--- src/rtl/dmem_arbiter.sv ---
// Two-port arbiter in front of the single-port data memory: fixed priority to
// port 0 with a starvation escape for port 1, plus in-order read-return routing.
module dmem_arbiter #(
    parameter int unsigned XLEN        = 32,
    parameter int unsigned ADDR_W      = 32,
    parameter int unsigned MEM_LATENCY = 1,
    parameter int unsigned STARVE_MAX  = 4
) (
    input  logic                        i_clk,
    input  logic                        i_rst_n,
    input  logic [1:0]                  i_req,
    input  logic [1:0]                  i_we,
    input  logic [1:0][ADDR_W-1:0]      i_addr,
    input  logic [1:0][XLEN-1:0]        i_wdata,
    input  logic [1:0][XLEN/8-1:0]      i_wstrb,
    output logic [1:0]                  o_gnt,
    output logic [1:0]                  o_rvalid,
    output logic [XLEN-1:0]             o_rdata,
    output logic                        o_mem_en,
    output logic                        o_mem_we,
    output logic [ADDR_W-1:0]           o_mem_addr,
    output logic [XLEN-1:0]             o_mem_wdata,
    output logic [XLEN/8-1:0]           o_mem_wstrb,
    input  logic [XLEN-1:0]             i_mem_rdata
);

    localparam int unsigned CNT_W = 4;

    typedef enum logic {
        PRIO_P0 = 1'b0,
        PRIO_P1 = 1'b1
    } prio_e;

    typedef struct packed {
        logic valid;
        logic id;
    } ret_t;

    prio_e                      state_q, state_d;
    logic [CNT_W-1:0]           starve_q, starve_d;
    ret_t [MEM_LATENCY-1:0]     pipe_q, pipe_d;
    logic [1:0]                 gnt_c;
    logic                       gnt_id;

    // Grant: port 1 wins only during its one-cycle priority window
    always_comb begin
        gnt_c = 2'b00;
        if (i_rst_n) begin
            if (state_q == PRIO_P1 && i_req[1]) begin
                gnt_c = 2'b10;
            end else if (i_req[0]) begin
                gnt_c = 2'b01;
            end else if (i_req[1]) begin
                gnt_c = 2'b10;
            end
        end
    end

    assign gnt_id = gnt_c[1];

    // Memory command mirrors the granted port; idle selects port 0's fields
    always_comb begin
        o_gnt       = gnt_c;
        o_mem_en    = |gnt_c;
        o_mem_addr  = i_addr[gnt_id];
        o_mem_wdata = i_wdata[gnt_id];
        o_mem_we    = o_mem_en & i_we[gnt_id];
        o_mem_wstrb = o_mem_we ? i_wstrb[gnt_id] : '0;
    end

    // Priority FSM and starvation counter next state
    always_comb begin
        state_d  = state_q;
        starve_d = starve_q;
        case (state_q)
            PRIO_P0: begin
                if (i_req[1] && !gnt_c[1]) begin
                    starve_d = (starve_q == '1) ? starve_q : starve_q + CNT_W'(1);
                    if (starve_d >= CNT_W'(STARVE_MAX)) begin
                        state_d = PRIO_P1;
                    end
                end else begin
                    starve_d = '0;
                end
            end
            // Port 1 is either granted or has dropped its request: window closes
            PRIO_P1: begin
                state_d  = PRIO_P0;
                starve_d = '0;
            end
            default: begin
                state_d  = PRIO_P0;
                starve_d = '0;
            end
        endcase
    end

    // Read-return shift register: accepted reads enter, shift one stage per cycle
    always_comb begin
        pipe_d          = pipe_q;
        pipe_d[0].valid = o_mem_en & ~o_mem_we;
        pipe_d[0].id    = gnt_id;
        for (int i = 1; i < int'(MEM_LATENCY); i++) begin
            pipe_d[i] = pipe_q[i-1];
        end
    end

    always_ff @(posedge i_clk) begin
        if (!i_rst_n) begin
            state_q  <= PRIO_P0;
            starve_q <= '0;
            pipe_q   <= '0;
        end else begin
            state_q  <= state_d;
            starve_q <= starve_d;
            pipe_q   <= pipe_d;
        end
    end

    always_comb begin
        o_rvalid = 2'b00;
        if (i_rst_n && pipe_q[MEM_LATENCY-1].valid) begin
            o_rvalid = pipe_q[MEM_LATENCY-1].id ? 2'b10 : 2'b01;
        end
        o_rdata = i_mem_rdata;
    end

endmodule
--- config.mk ---
export PLATFORM = sky130hd
export DESIGN_NAME = dmem_arbiter
export DESIGN_NICKNAME = d
export VERILOG_FILES = /design/src/rtl/dmem_arbiter.sv
export SDC_FILE = /design/constraint.sdc
export NUM_CORES = 1
export LEC_CHECK = 0
export CAP_MARGIN = 20
export CELL_PAD_IN_SITES_DETAIL_PLACEMENT = 0
export CELL_PAD_IN_SITES_GLOBAL_PLACEMENT = 2
export CORE_ASPECT_RATIO = 1.4
export CORE_MARGIN = 5
export CORE_UTILIZATION = 10
export CTS_CLUSTER_SIZE = 8
export DETAILED_ROUTE_END_ITERATION = 8
export GPL_TIMING_DRIVEN = 0
export PLACE_DENSITY_LB_ADDON = 0.1
export SLEW_MARGIN = 20
export SYNTH_ARGS = -nofsm -noshare
export SYNTH_HDL_FRONTEND = slang
export SYNTH_SLANG_ARGS = --single-unit
--- constraint.sdc ---
create_clock -name i_clk -period 1.9 [get_ports i_clk]
set_input_delay 0.19 -clock i_clk [delete_from_list [all_inputs] [get_ports i_clk]]
set_output_delay 0.19 -clock i_clk [all_outputs]
set_load 0.01 [all_outputs]
==> out/results.tsv <==
metric	value	unit
status	complete, but fails checks	
violations	negative setup slack	
grt_max_degree	11	
report.final.slew_viol_count	0	
hpwl	9710	µm
clkSinkCount	7	
crit_fanout	7	
io_buffers	247	
netlist_instances	161	
postRouteAntennaNets	0	
hp-class	input port to flop	
final_nets	613	
synth_edf_count	0	
start_util	10.2	%
drt-pass1-iter-count	4	
cts_tree	done	
p_leak	2.14	nW
rows	56	
yosys-top-cells-count	mux2_4, buf_4, mux2_2, nor2_1	
drc_errors	0	
p_switching	0.383	mW
post-synth-top-area-cell	mux2_4	
path_buf_inv	5	
setup_slack	-0.0666	ns
numCtsBuffers	3	
rrSetupSlack	0.80	ns
slowest_stage	dfxtp_2	
crit_required	1.71	ns
wirelength	11300	µm
synthesis.area	0.00172	mm²
die_area	0.0199	mm²
synth_top_cell_area_share	42.8	%
cts_max_level	1	
yosysMostFrequentCell	mux2_4	
fmax	0.508	GHz
grt_overflow	0	
synth_ff_type	dfxtp_1	
switching_share	24.8	%
min_period	1.97	ns
cp_slowest_stage_delay	0.33	ns
worstPathArrival	1.78	ns
path_cells	and2b_4, nor2_4, buf_12, buf_12, buf_6, buf_6, mux2_4, buf_6	
grt_pass1_vias	2332	
p_comb_share	67.6	%
grt_pass1_wl	15000	µm
grt_antenna_before_repair	1	
yosysSeqAreaShare	8.16	%
skew	0.000817	ns
drt_iter0_markers	30	
drive_above_1_share	47.1	%
root_buffer	clkbuf_16	
rsz0062_at_grt	yes	
coreArea	0.0168	mm²
min_period_over_period	104	%
clockPowerShare	22.5	%
start_kind	flop	
tightestPinTransition	0.372	ns
final_core_util	29.1	%
hold_viol	0	
cap_violations	0	
die_h	165	µm
slew_headroom	74.9	%
gr-usage-all-layers	9.91	%
finalWeightedCongestion	0.712	
synth-async-reset-ratio	0	%
clock_path_buffers	2	
syn_avg_cell_area	10.7	µm²
clk-insertion-delay-late	0.23	ns
crit_top_cell	buf_6	
io-pin-count	280	
area_delta_synth_final	185	%
endpoint_kind	output port	
synth-seq-cells	7	
internal-power	1.16	mW
syn_nets	336	
crit_type	flop to output port	
setup_violations	32	
vias	2272	
synth.area.top_cells	mux2_4, buf_4, mux2_2	
viasPerCell	3.54	
crit_family	buffers and inverters	
yosys_warnings	0	
seq_power_share	9.9	%
die_w	121	µm
cts.clk_slew.worst_paths	0.03	ns
peakVddDrop	0.433	mV
p_per_area	315	mW/mm²
place_ws	-0.600	ns
post_drt_wl_per_cell	17.7	µm
yosysUniqueCellTypes	25	
[power by group through the flow]
stage	Clock, mW	Sequential [mW]	Combinational (mW)
finish	0.347	0.154	1.04
global route	0.365	0.154	1.10
CTS	0.356	0.153	1.01
detailed placement	0	0.156	0.974
global placement	0	0.155	0.975
floorplan	0	0.155	0.355
[kinds of logic after synthesis]
family                   Yosys count  synth area share (%)
buffers and inverters             42                  22.3
flip-flops                         7                  8.16
adder cells (fa/ha/maj)            1                 0.728
AO/OA/AOI/OAI                     13                  4.88
XOR/XNOR                           1                 0.510
AND/OR/NAND/NOR                   32                  10.2
multiplexers                      65                  53.2
[path summary, 6_finish.rpt]
path / cells after the start / start / to
min reg2reg: 2 / starve_q[3]$_SDFF_PP0_ / state_q$_SDFF_PP0_
max: 8 / state_q$_SDFF_PP0_ / o_mem_wdata[29]
min: 3 / i_req[1] / pipe_q[0]$_SDFF_PN0_
max reg2reg: 4 / starve_q[0]$_SDFF_PP0_ / flop
[worst reg2reg max path: stages, from the launching register on]
cell	delay, ns
dfxtp_1	0.37
ha_1	0.24
nand3_1	0.15
mux2i_1	0.17
nor2_1	0.05
[metrics by stage]
step	TNS [ns]	hold WS [ns]	power, mW	cell area (µm²)	cells
4_1_cts	-2.90	0.523	1.52	4750	640
5_1_grt	-5.58	0.570	1.62	4900	640
3_3_place_gp	-36.37	0.508	1.13	4440	611
2_1_floorplan	0	0.343	0.510	1720	161
6_report	-1.11	0.522	1.54	4900	641
3_5_place_dp	-36.64	0.518	1.13	4440	611
[metal layers]
metal	track usage (%)	up-vias	wire, µm
met2	20.4	141	6380
met5	0	-	20
met1	9.42	1027	3630
met3	3.75	6	1220
met4	1.19	2	83
li1	-	1096	-
[final cells by class]
| class | instances | area (µm²) |
|---|---|---|
| tap | 203 | 254 |
| inverter | 2 | 7.51 |
| timing repair buffer | 273 | 2790 |
| clock buffer | 4 | 78.8 |
| buffer | 39 | 368 |
| sequential | 7 | 141 |
| multi-input combinational | 112 | 1260 |
| antenna | 1 | 2.50 |
| fill | 1771 | 11900 |
[placed cells by master (no fill, tap or decap), drive strengths merged, types with 2 or more instances in the layout]
cell type	n
dfxtp	7
nor3	2
and2	3
clkdlybuf4s50	174
dlygate4sd2	4
buf	126
nor2	10
nand2	4
nand3	7
and3	3
a211oi	5
clkbuf	9
mux2	64
o21ai	5
clkdlybuf4s15	2
inv	2
[what timing repair did]
item                                    in CTS  in global routing
buffers inserted                            21                  7
gates cloned                                 4                  1
pin swaps                                    2                  1
endpoints found under the setup margin      71                 69
gates resized for setup                    317                 73
hold buffers                                 0                  0
Note: power is estimated with default switching activity, not from simulation.
